**src/rtl/sipo_pkg.sv**
```systemverilog
`default_nettype none
// ============================================================================
//  Module      : sipo_pkg
//  Description : Shared definitions for the UART serial-to-parallel frame
//                receiver: FSM state encoding, parity helper and parameter
//                legality check.
//  Contents    : sipo_state_e  - receiver FSM states
//                parity_of()   - parity bit a transmitter would send
//                params_legal()- elaboration-time parameter range check
//  Revision    : 1.0 - initial release
// ============================================================================
package sipo_pkg;

    localparam int c_data_w_min    = 5;
    localparam int c_data_w_max    = 9;
    localparam int c_stop_bits_min = 1;
    localparam int c_stop_bits_max = 2;

    typedef enum logic [1:0] {
        ST_DATA   = 2'd0,
        ST_PARITY = 2'd1,
        ST_STOP   = 2'd2
    } sipo_state_e;

    // Parity bit that a transmitter would append to 'data'. Narrower words
    // must be zero-extended by the caller; zero padding does not change the
    // XOR reduction.
    function automatic logic parity_of(
        input logic [c_data_w_max-1:0] data,
        input logic                    odd
    );
        return (^data) ^ odd;
    endfunction

    function automatic bit params_legal(input int data_w, input int stop_bits);
        return (data_w    >= c_data_w_min)    && (data_w    <= c_data_w_max) &&
               (stop_bits >= c_stop_bits_min) && (stop_bits <= c_stop_bits_max);
    endfunction

endpackage : sipo_pkg
`default_nettype wire

```
**src/rtl/sipo_frame_rx_shreg.sv**
```systemverilog
`default_nettype none
// ============================================================================
//  Module      : sipo_shreg
//  Description : DATA_W-wide receive shift register. With LSB_FIRST=1 the
//                register shifts right and new bits enter the MSB, so after
//                DATA_W shifts the first bit lands in bit 0. With LSB_FIRST=0
//                it shifts left and new bits enter the LSB, so the first bit
//                lands in bit DATA_W-1.
//  Ports       : clk      - clock
//                rst      - asynchronous active-high reset
//                clr      - synchronous clear (has priority over shift_en)
//                shift_en - shift data_in in this cycle
//                data_in  - serial bit
//                q        - register contents
//  Revision    : 1.0 - initial release
// ============================================================================
module sipo_shreg #(
    parameter int DATA_W    = 8,
    parameter int LSB_FIRST = 1
) (
    input  logic              clk,
    input  logic              rst,
    input  logic              clr,
    input  logic              shift_en,
    input  logic              data_in,
    output logic [DATA_W-1:0] q
);

    logic [DATA_W-1:0] r_q;

    if (LSB_FIRST != 0) begin : g_lsb_first
        always_ff @(posedge clk or posedge rst) begin
            if (rst) begin
                r_q <= '0;
            end else if (clr) begin
                r_q <= '0;
            end else if (shift_en) begin
                r_q <= {data_in, r_q[DATA_W-1:1]};
            end
        end
    end else begin : g_msb_first
        always_ff @(posedge clk or posedge rst) begin
            if (rst) begin
                r_q <= '0;
            end else if (clr) begin
                r_q <= '0;
            end else if (shift_en) begin
                r_q <= {r_q[DATA_W-2:0], data_in};
            end
        end
    end

    assign q = r_q;

endmodule : sipo_shreg
`default_nettype wire

```
**src/rtl/sipo_frame_rx.sv**
```systemverilog
`default_nettype none
// ============================================================================
//  Module      : sipo_frame_rx
//  Description : Serial-to-parallel UART frame receiver. Assembles DATA_W
//                data bits, an optional parity bit and 1..2 stop bits from
//                per-bit strobes, then presents the word with parity/framing
//                status on a valid/ready handshake. A completed frame that
//                cannot be handed over is dropped and flagged by a one-cycle
//                overrun pulse.
//  Ports       : clk, rst      - clock, asynchronous active-high reset
//                data_in       - sampled serial bit (valid with data_shift)
//                data_shift    - one strobe per bit after the start bit
//                frame_start   - start-bit pulse, aborts any partial frame
//                sipo_out      - received data word
//                rx_valid      - sipo_out / parity_err / frame_err valid
//                rx_ready      - consumer accepts word on valid && ready
//                parity_err    - parity mismatch of the held frame
//                frame_err     - a stop bit of the held frame sampled 0
//                overrun       - one-cycle pulse, completed frame dropped
//                sipo_count    - bits received in the current frame
//  Revision    : 1.0 - initial release
// ============================================================================
module sipo_frame_rx
    import sipo_pkg::*;
#(
    parameter int  DATA_W     = 8,
    parameter int  LSB_FIRST  = 1,
    parameter int  PARITY_EN  = 0,
    parameter int  PARITY_ODD = 0,
    parameter int  STOP_BITS  = 1,
    localparam int FRAME_BITS = DATA_W + PARITY_EN + STOP_BITS,
    localparam int CNT_W      = $clog2(FRAME_BITS + 1)
) (
    input  logic              clk,
    input  logic              rst,
    input  logic              data_in,
    input  logic              data_shift,
    input  logic              frame_start,
    output logic [DATA_W-1:0] sipo_out,
    output logic              rx_valid,
    input  logic              rx_ready,
    output logic              parity_err,
    output logic              frame_err,
    output logic              overrun,
    output logic [CNT_W-1:0]  sipo_count
);

    if (!params_legal(DATA_W, STOP_BITS)) begin : g_bad_params
        $error("sipo_frame_rx: DATA_W must be 5..9 and STOP_BITS 1..2");
    end

    localparam logic [CNT_W-1:0] c_last_data = CNT_W'(DATA_W - 1);
    localparam logic [CNT_W-1:0] c_last_bit  = CNT_W'(FRAME_BITS - 1);
    localparam logic             c_par_en    = (PARITY_EN != 0);
    localparam logic             c_par_odd   = (PARITY_ODD != 0);

    // ------------------------------------------------------------------
    // Frame assembly state
    // ------------------------------------------------------------------
    sipo_state_e       r_state;
    sipo_state_e       w_state_nxt;
    logic [CNT_W-1:0]  r_count;
    logic [CNT_W-1:0]  w_count_nxt;
    logic              r_par_acc;      // parity error of the frame in progress
    logic              w_par_acc_nxt;
    logic              r_stop_acc;     // any stop bit so far sampled 0
    logic              w_stop_acc_nxt;

    logic              w_shreg_clr;
    logic              w_shreg_en;
    logic [DATA_W-1:0] w_shreg_q;
    logic [c_data_w_max-1:0] w_par_data;

    logic              w_frame_done;
    logic              w_frame_perr;
    logic              w_frame_ferr;

    // ------------------------------------------------------------------
    // Output / handshake registers
    // ------------------------------------------------------------------
    logic [DATA_W-1:0] r_sipo_out;
    logic              r_rx_valid;
    logic              r_parity_err;
    logic              r_frame_err;
    logic              r_overrun;
    logic              w_accept;

    sipo_shreg #(
        .DATA_W    (DATA_W),
        .LSB_FIRST (LSB_FIRST)
    ) u_shreg (
        .clk      (clk),
        .rst      (rst),
        .clr      (w_shreg_clr),
        .shift_en (w_shreg_en),
        .data_in  (data_in),
        .q        (w_shreg_q)
    );

    // Zero-extend the data word for the package parity helper.
    always_comb begin
        w_par_data               = '0;
        w_par_data[DATA_W-1:0]   = w_shreg_q;
    end

    // ------------------------------------------------------------------
    // FSM state register
    // ------------------------------------------------------------------
    always_ff @(posedge clk or posedge rst) begin
        if (rst) begin
            r_state    <= ST_DATA;
            r_count    <= '0;
            r_par_acc  <= 1'b0;
            r_stop_acc <= 1'b0;
        end else begin
            r_state    <= w_state_nxt;
            r_count    <= w_count_nxt;
            r_par_acc  <= w_par_acc_nxt;
            r_stop_acc <= w_stop_acc_nxt;
        end
    end

    // ------------------------------------------------------------------
    // FSM next-state and frame-completion decode
    // ------------------------------------------------------------------
    always_comb begin
        w_state_nxt    = r_state;
        w_count_nxt    = r_count;
        w_par_acc_nxt  = r_par_acc;
        w_stop_acc_nxt = r_stop_acc;
        w_shreg_clr    = 1'b0;
        w_shreg_en     = 1'b0;
        w_frame_done   = 1'b0;
        w_frame_perr   = c_par_en & r_par_acc;
        w_frame_ferr   = r_stop_acc;

        if (frame_start) begin
            // Start bit wins over a coincident strobe: restart the frame.
            w_state_nxt    = ST_DATA;
            w_count_nxt    = '0;
            w_par_acc_nxt  = 1'b0;
            w_stop_acc_nxt = 1'b0;
            w_shreg_clr    = 1'b1;
        end else if (data_shift) begin
            w_count_nxt = r_count + CNT_W'(1);
            case (r_state)
                ST_DATA: begin
                    w_shreg_en = 1'b1;
                    if (r_count == c_last_data) begin
                        w_state_nxt = c_par_en ? ST_PARITY : ST_STOP;
                    end
                end
                ST_PARITY: begin
                    // Data bits are complete in the shift register here.
                    w_par_acc_nxt = parity_of(w_par_data, c_par_odd) ^ data_in;
                    w_state_nxt   = ST_STOP;
                end
                ST_STOP: begin
                    w_stop_acc_nxt = r_stop_acc | ~data_in;
                    if (r_count == c_last_bit) begin
                        w_frame_done   = 1'b1;
                        w_frame_ferr   = r_stop_acc | ~data_in;
                        w_state_nxt    = ST_DATA;
                        w_count_nxt    = '0;
                        w_par_acc_nxt  = 1'b0;
                        w_stop_acc_nxt = 1'b0;
                    end
                end
                default: begin
                    w_state_nxt = ST_DATA;
                    w_count_nxt = '0;
                end
            endcase
        end
    end

    // A new frame may be loaded if nothing is held, or the held word is
    // being taken on this very edge.
    assign w_accept = ~r_rx_valid | rx_ready;

    always_ff @(posedge clk or posedge rst) begin
        if (rst) begin
            r_sipo_out   <= '0;
            r_rx_valid   <= 1'b0;
            r_parity_err <= 1'b0;
            r_frame_err  <= 1'b0;
            r_overrun    <= 1'b0;
        end else begin
            r_overrun <= 1'b0;
            if (w_frame_done && w_accept) begin
                r_sipo_out   <= w_shreg_q;
                r_parity_err <= w_frame_perr;
                r_frame_err  <= w_frame_ferr;
                r_rx_valid   <= 1'b1;
            end else begin
                if (w_frame_done) begin
                    r_overrun <= 1'b1;
                end
                if (r_rx_valid && rx_ready) begin
                    r_rx_valid <= 1'b0;
                end
            end
        end
    end

    assign sipo_out   = r_sipo_out;
    assign rx_valid   = r_rx_valid;
    assign parity_err = r_parity_err;
    assign frame_err  = r_frame_err;
    assign overrun    = r_overrun;
    assign sipo_count = r_count;

endmodule : sipo_frame_rx
`default_nettype wire
```
**config.mk**
```make
export PLATFORM = sky130hd
export DESIGN_NAME = sipo_frame_rx
export DESIGN_NICKNAME = d
export VERILOG_FILES = /design/src/rtl/sipo_pkg.sv /design/src/rtl/sipo_frame_rx_shreg.sv /design/src/rtl/sipo_frame_rx.sv
export SDC_FILE = /design/constraint.sdc
export NUM_CORES = 1
export LEC_CHECK = 0
export ABC_CLOCK_PERIOD_IN_PS = 3000
export CORE_MARGIN = 1.5
export CORE_UTILIZATION = 30
export DETAILED_ROUTE_END_ITERATION = 10
export GPL_TIMING_DRIVEN = 0
export PLACE_DENSITY = 0.48
export SYNTH_ARGS = -nofsm -noshare
export SYNTH_HDL_FRONTEND = slang
export SYNTH_HIERARCHICAL = 1
export SYNTH_SLANG_ARGS = --single-unit
```
**constraint.sdc**
```tcl
create_clock -name clk -period 3 [get_ports clk]
set_input_delay 0.6 -clock clk [delete_from_list [all_inputs] [get_ports clk]]
set_output_delay 0.6 -clock clk [all_outputs]
set_load 0.01 [all_outputs]
```
* Word level (Yosys, flattened, before mapping) *
Index checks and enable logic that the tools add are counted.

operators by class
  add/sub/neg operators = 1
  multipliers = 0
  divide/modulo/power cells = 0
  magnitude comparators = 0
  equality and inequality tests = 6
  shifts and indexed selects = 0
  mux-type cells = 31
  bitwise gates (word level) = 4
  reductions and logical operators = 10

operator list
  cell                   number
  $mux W1                20
  $mux W8                2
  $mux W4                3
  $mux W2                4
  $pmux W4 S2            1
  $reduce_bool A2 Y1     4
  $ne A3 B3 Y1 const B   2
  $pmux W2 S3            1
  $add A4 B1 Y4 const B  1
  $eq A4 B3 Y1 const B   1
  $eq A4 B4 Y1 const B   1
  $reduce_and A3 Y1      1
  $eq A2 B1 Y1 const B   1
  $eq A2 B2 Y1 const B   1
  $logic_and A1 B1 Y1    2
  $logic_not A2 Y1       1
  $not A1 Y1             2
  $or A1 B1 Y1           2
  $reduce_and A2 Y1      1
  $reduce_or A2 Y1       1

word-level totals
  register bits = 26
  bits in latches = 0
  bits in writable memories = 0
  bits in read-only memories = 0
  logic and storage cells = 60
  memories = 0

* Logic depth before layout (Yosys ltp) *
Gate-level depths: netlist of the first run.

  depth after elaboration = 7
  gate-level depth with buffers = 6
  gate-level depth less buffers = 5

* Modules after synthesis *
Netlist of the first run, hierarchy kept.

modules (own cells, without submodules)
  module         instances  cells each  area an instance (um^2)  seq. area each (um^2)
  sipo_frame_rx  1          65          822.0                    425.4
  sipo_shreg     1          27          329.1                    200.2

* Worst setup path before layout of the first run *
Ideal clock, no wire load.

  path type = reg-to-reg
  start = register r_count[0] (netlist: sipo_count[0])
  end = register r_frame_err (netlist: frame_err)
  arrival = 1.508 ns
  required time = 2.875 ns
  slack = 1.367 ns
  stages on the path, launching flop included = 7
  path through = dfrtp_1 inv_1 ha_1 and3b_1 and4bb_1 buf_6 mux2_4

on the way
  longest elaborated chain between the ends = 6
  elaborated cells between the ends (all ways) = 10

RTL lines
  item                    line                  text
  start, declared         sipo_frame_rx.sv:62   logic [CNT_W-1:0] r_count;
  start signal, assigned  sipo_frame_rx.sv:117  r_count <= w_count_nxt;
  $eq A4 B4 Y1 *          sipo_frame_rx.sv:160  if (r_count == c_last_bit) begin
  $mux W1                 sipo_frame_rx.sv:160
  $mux W1                 sipo_frame_rx.sv:146  case (r_state)
  $mux W1                 sipo_frame_rx.sv:144  end else if (data_shift) begin
  $mux W1                 sipo_frame_rx.sv:137  if (frame_start) begin
  $logic_and A1 B1 Y1     sipo_frame_rx.sv:190  if (w_frame_done && w_accept) begin
  end signal, assigned    sipo_frame_rx.sv:193  r_frame_err <= w_frame_ferr;
  end, declared           sipo_frame_rx.sv:84   logic r_frame_err;

Mark *: on every way between the ends. The rest lies on a longest branch, timed or not.
A chain may end at the register's enable or synchronous reset.

* Worst setup path after layout of the first run *
  start = input data_shift
  end = register u_shreg.r_q[1] (netlist: u_shreg/q[1])

on the way
  longest elaborated chain between the ends = 3

RTL lines
  item                                 line                       text
  start, declared                      sipo_frame_rx.sv:37        input logic data_shift,
  $mux W1                              sipo_frame_rx.sv:144
  $mux W1                              sipo_frame_rx.sv:137
  net w_shreg_en                       sipo_frame_rx.sv:70        logic w_shreg_en;
  $reduce_bool A2 Y1 (no source line)  --
  end signal, assigned                 sipo_frame_rx_shreg.sv:38  r_q <= {data_in, r_q[DATA_W-1:1]};
  end, declared                        sipo_frame_rx_shreg.sv:29  logic [DATA_W-1:0] r_q;

The timed path passes the listed nets, and every way through them passes these cells.

==> metrics.cfg, run 1 <==
[clock_network]
cts-resized-gates = 0
clock_tree.buffer_depth = 2
tritoncts = yes
ctsRootBufferMaster = clkbuf_8
ctsHtreeMaxLevel = 1
cts.hold.buffers_added = 0
numClockSinks = 25
post-cts-setup-buffer-count = 0
clock_latency_ps = 260
cts_inserted_buffers = 3
clk_pin_slew_ps = 80

[floorplanning]
total_i_o_pin_count = 22
dieWidth_um = 64.9
coreArea_mm2 = 0.00366
die-height_um = 64.9
initial_utilization = 0.314
core.rowCount = 22
floorplan.die_area_mm2 = 0.00422

[routing]
drtAntennaViolNets = 0
vias = 727
postRouteWirelength_um = 2010
vias_per_cell = 4.46
routedWlPerCell_um = 12.3
dr.first_iter.drc_count = 10
drt_drc_violations_left = 0
detailed_routing_iterations_pass_1 = 4

[yosys]
count_of_state_elements_after_synthesis = 25
yosys_warnings = 6
synth_top_area_frac = 0.543
synthTopCellsByCount = dfrtp_1, mux2_4, mux2i_1, nor2_1, inv_1
yosysSeqAreaShare = 0.543
synth_top_cell_by_area = dfrtp_1
syn-mean-instance-area_um2 = 12.5
ys_async_sr_fraction = 1.00
synth_edf_count = 0
post_synth_instance_area_mm2 = 0.00115
synth_top_flop_cell = dfrtp_1
mappedNetlistNets = 100
most_common_cell_in_the_netlist = dfrtp_1
post_synth_inst_count = 92
netlist_top_cells_area = dfrtp_1, mux2_4, mux2i_1
distinct_cell_type_count_after_synthesis = 28

[layout]
instances_no_fill = 163
drive_above_1_share = 0.139
final_area_mm2 = 0.00145
final_core_utilization = 0.395
diodes = 0
area.growth.synth_to_final_pct = 25.7
nNetsFinal = 124

[sta]
final.setup_skew_ps = 2.56
grt_setup_unrepaired = no
final_max_slew_viol_count = 0
min_period_over_period = 0.677
relSlewSlack = 0.553
setup_viol = 0
timing.final.hold_violations = 0
fin_setup_tns_ps = 0
final.hold.worst_slack_ps = 515
worstMarginPinSlew_ps = 669
setup_ws_ps = 970
final.min_clock_period_ps = 2030
fmax_ghz = 0.493

[global_routing]
grt_start_max_net_pins = 18
antenna_found_initial = 0
grt_first_pass_wirelength_um = 3410
grt_pass1_vias = 699
grt_most_used_layer = met2
grt_util_met2 = 0.159
global_route.usage.total = 0.106
global_route.usage.met3 = 0.0226
gr-total-overflow = 0
grt_util_met1 = 0.142

[critical_path]
critical_path_peak_fanout = 10
critical-path-max-stage-delay_ps = 490
timing.setup.critical_path_class = primary input to flip-flop
worst_ep_required_time_ps = 3150
worst_setup_path_end_kind = flip-flop
crit_slowest_cell = clkdlybuf4s50_1
critical_path.startpoint_type = primary input
crit_chain = clkdlybuf4s50_1 -> clkbuf_1 -> nor3b_1 -> buf_6 -> mux2i_1 -> nor2_1
reg2reg_setup_slack_ps = 1280
worstPathArrival_ps = 2180

[placed_design]
hpwlAfterDp_um = 1460
io_buffer_count = 19
pre_cts_ws_ps = 687
dpl-instance-area_mm2 = 0.00140
routabilityCongestion = 0.719
post-place-cells = 159

[power_and_ir_drop]
p_leak_nw = 0.657
peakVddDrop_v = 0.000133
totalPowerFinal_uw = 587
cellPowerDensity_mw_per_mm2 = 406

[min_path]
hold_class = flip-flop to flip-flop

[flow_run]
timing.max_cap.violations = 0

[outcome]
run_status = completed

## where the power goes
group | total, mW | internal (mW) | leakage (nW) | switching, mW
logic | 0.0432 | 0.0198 | 0.287 | 0.0234
clock network | 0.199 | 0.0949 | 0.0228 | 0.104
registers | 0.344 | 0.340 | 0.348 | 0.00465
## layout by cell type, fill, tap and decap left out, types with 3 or more instances in the layout
cell type and count:
clkdlybuf4s50_1 19, mux2i_1 9, mux2_4 9, clkbuf_8 3, clkbuf_1 3, dfrtp_1 25
nand2b_1 3, nor2_1 9, nand3_1 3, inv_1 5
## routing by layer
layer,share of wire,vias to the layer above,wire [µm]
met3,0.031,4,63
met2,0.46,16,917
li1,-,358,-
met5,0,-,0
met4,0.017,0,35
met1,0.49,349,992
## state kept, by name (all words and copies together), names as in the netlist
register	flops
sipo_out	8
overrun	1
r_stop_acc	1
sipo_count	4
frame_err	1
rx_valid	1
r_state	1
u_shreg/q	8
## cell families (layout without fill, tap and decap cells)
| logic type | after synthesis | in the layout | share of synthesized area |
|---|---|---|---|
| AOI/OAI and AO/OA | 9 | 9 | 0.0533 |
| DFF | 25 | 25 | 0.543 |
| other | 1 | 1 | 0.00326 |
| and+or+nand+nor | 26 | 26 | 0.130 |
| buffers and inverters | 11 | 34 | 0.0522 |
| adders and majority gates | 2 | 2 | 0.0217 |
| muxes | 18 | 18 | 0.196 |
## critical path, delay by kind of cell
family | cells | cell delay (ps)
buf+inv | 3 | 1030
simple gates | 2 | 340
mux | 1 | 200
## cell type report
class | instances | area, µm²
Multi-Input combinational cell | 56 | 465
Inverter | 5 | 18.8
Sequential cell | 25 | 626
Fill cell | 358 | 2210
Tap cell | 48 | 60.1
Timing Repair Buffer | 19 | 190
Buffer | 6 | 41.3
Clock buffer | 4 | 45.0
## worst paths after layout
check / from / to / depth (start not counted)
max: data_shift / u_shreg/q[1] / 6
min: sipo_out[0] / sipo_out[0] / 1
max reg2reg: sipo_count[0] / sipo_out[7] / 6
min reg2reg: sipo_out[0] / sipo_out[0] / 1
max in group asynchronous: rst / sipo_out[4] / 2
min in group asynchronous: rst / u_shreg/q[7] / 2
(Power assumes the default switching activity.)
==> run 2: changes to the inputs <==
--- a/config.mk
+++ b/config.mk
@@ -5,12 +5,12 @@
 export SDC_FILE = /design/constraint.sdc
 export NUM_CORES = 1
 export LEC_CHECK = 0
-export ABC_CLOCK_PERIOD_IN_PS = 3000
+export ABC_CLOCK_PERIOD_IN_PS = 1800
 export CORE_MARGIN = 1.5
 export CORE_UTILIZATION = 30
 export DETAILED_ROUTE_END_ITERATION = 10
 export GPL_TIMING_DRIVEN = 0
-export PLACE_DENSITY = 0.48
+export PLACE_DENSITY = 0.5
 export SYNTH_ARGS = -nofsm -noshare
 export SYNTH_HDL_FRONTEND = slang
 export SYNTH_HIERARCHICAL = 1
==> constraint.sdc (replaced) <==
create_clock -name clk -period 1.8 [get_ports clk]
set_input_delay 0.36 -clock clk [delete_from_list [all_inputs] [get_ports clk]]
set_output_delay 0.36 -clock clk [all_outputs]
set_load 0.01 [all_outputs]
==> metrics.cfg, run 2 (same netlist as run 1, synthesis figures left out) <==
[clock_network]
ctsRootBufferMaster = clkbuf_8
numClockSinks = 25  ; unchanged
ctsHtreeMaxLevel = 1  ; unchanged
clock_tree.buffer_depth = 2  ; unchanged
tritoncts = yes
clock_latency_ps = 260  ; about the same
cts.hold.buffers_added = 0  ; unchanged
clk_pin_slew_ps = 90  ; about the same
cts_inserted_buffers = 3  ; unchanged

[routing]
postRouteWirelength_um = 1980  ; -1.4%
routedWlPerCell_um = 12.1  ; -1.4%
drt_drc_violations_left = 0  ; unchanged
vias = 733  ; +0.83%
detailed_routing_iterations_pass_1 = 4  ; unchanged
dr.first_iter.drc_count = 22  ; +12
vias_per_cell = 4.50  ; +0.83%
drtAntennaViolNets = 0  ; unchanged

[layout]
diodes = 0  ; unchanged
layout_commonest_cell = dfrtp_1
final_area_mm2 = 0.00145  ; +0.26%
nNetsFinal = 124  ; unchanged
layout.cells.most_common_list = dfrtp_1, clkdlybuf4s50_1, mux2_4, mux2i_1, nor2_1
area.growth.synth_to_final_pct = 26.0
drive_above_1_share = 0.165  ; +0.0261

[floorplanning]
dieWidth_um = 64.9  ; unchanged
core.rowCount = 22  ; unchanged
floorplan.die_area_mm2 = 0.00422  ; unchanged
initial_utilization = 0.314  ; unchanged
coreArea_mm2 = 0.00366  ; unchanged
total_i_o_pin_count = 22  ; unchanged
die-height_um = 64.9  ; unchanged

[placed_design]
dpl-instance-area_mm2 = 0.00140  ; unchanged
pre_cts_ws_ps = -261  ; -947 ps
io_buffer_count = 19  ; unchanged
routabilityCongestion = 0.771  ; +7.2%
hpwlAfterDp_um = 1400  ; -3.8%

[sta]
fmax_ghz = 0.580
final.min_clock_period_ps = 1720
timing.final.hold_violations = 0  ; unchanged
relSlewSlack = 0.540  ; -0.0132
final_max_slew_viol_count = 0  ; unchanged
min_period_over_period = 0.958
setup_ws_ps = 76.1  ; -894 ps
fin_setup_tns_ps = 0  ; unchanged
final.setup_skew_ps = 7.56  ; +4.99 ps
worstMarginPinSlew_ps = 689  ; +19.8 ps
setup_viol = 0  ; unchanged

[global_routing]
grt_start_max_net_pins = 18  ; unchanged
grt_first_pass_wirelength_um = 3490  ; +2.4%
grt_pass1_vias = 741  ; +6.0%
global_route.usage.total = 0.106  ; +0.000542
gr-total-overflow = 0  ; unchanged
antenna_found_initial = 0  ; unchanged

[critical_path]
crit_slowest_cell = dfrtp_2
worstPathArrival_ps = 1870  ; -310 ps
reg2reg_setup_slack_ps = 80  ; -1200 ps
worst_setup_path_end_kind = flip-flop
critical_path.reg2reg.endpoint = sipo_out[1]
reg2reg_from = sipo_count[0]
critical-path-max-stage-delay_ps = 450  ; -40 ps
r2r.worst_path.cells = 6  ; unchanged
worst_ep_required_time_ps = 1950  ; -1200 ps
critical_path_peak_fanout = 9  ; -1
critical_path.startpoint_type = flip-flop
crit_chain = inv_1 -> ha_1 -> and3b_2 -> and4bb_1 -> buf_6 -> mux2_4
timing.setup.critical_path_class = flip-flop to flip-flop

[power_and_ir_drop]
peakVddDrop_v = 0.000237  ; +79%
cellPowerDensity_mw_per_mm2 = 671  ; +65%
p_leak_nw = 0.658  ; +0.16%

[flow_run]
timing.max_cap.violations = 0  ; unchanged

[outcome]
run_status = completed

[min_path]
hold_class = primary input to asynchronous set/reset pin

## run 2: how the worst max path moves through the flow
stage                  startpoint           end  slack (ps)
floorplan           sipo_count[0]     frame_err         170
global placement       data_shift  u_shreg/q[1]        -260
detailed placement     data_shift  u_shreg/q[2]        -260
CTS                    data_shift  u_shreg/q[1]           9
global route           data_shift  u_shreg/q[5]          -9
finish              sipo_count[0]   sipo_out[1]          80
## run 2: per-stage QoR
| stage | utilization | std cells | power [mW] | hold WS, ps |
|---|---|---|---|---|
| detailed placement | 0.383 | 159 | 0.658 | 499 |
| global route | 0.396 | 163 | 1.02 | 398 |
| CTS | 0.395 | 163 | 0.991 | 375 |
| floorplan | - | 92 | 0.629 | 176 |
| global placement | 0.383 | 159 | 0.658 | 496 |
| finish | 0.396 | 163 | 0.973 | 361 |
## run 2: what timing repair did
action | in CTS | in global routing
buffers inserted | 0 | 0
setup endpoints to repair | 0 | 17
resized for setup | 0 | 4
## run 2: area by class of cell
class / instances / area [µm²]
clock buffer: 4 / 45.0
inverter: 5 / 18.8
fill: 369 / 2210
buffer: 6 / 42.5
multi-input combinational: 56 / 467
tap: 48 / 60.1
timing repair buffer: 19 / 190
sequential: 25 / 627
## run 2: layer usage
layer | GRT usage | share of wire | vias up
met5 | 0 | 0 | -
met4 | 0.0319 | 0.0071 | 0
met3 | 0.0243 | 0.043 | 2
met2 | 0.157 | 0.44 | 15
met1 | 0.153 | 0.51 | 356
li1 | - | - | 360
## run 2: worst max-delay path, delay by kind of cell (launching register included)
family,cells,cell delay (ps)
flops,1,450
buf+inv,2,260
simple gates,2,410
mux,1,310
fa+ha+maj,1,170
## run 2: report_power, final
group | switching (mW) | total, mW | internal (mW) | leakage (nW)
logic | 0.0387 | 0.0718 | 0.0331 | 0.289
clock network | 0.168 | 0.326 | 0.158 | 0.0228
registers | 0.00785 | 0.575 | 0.567 | 0.346
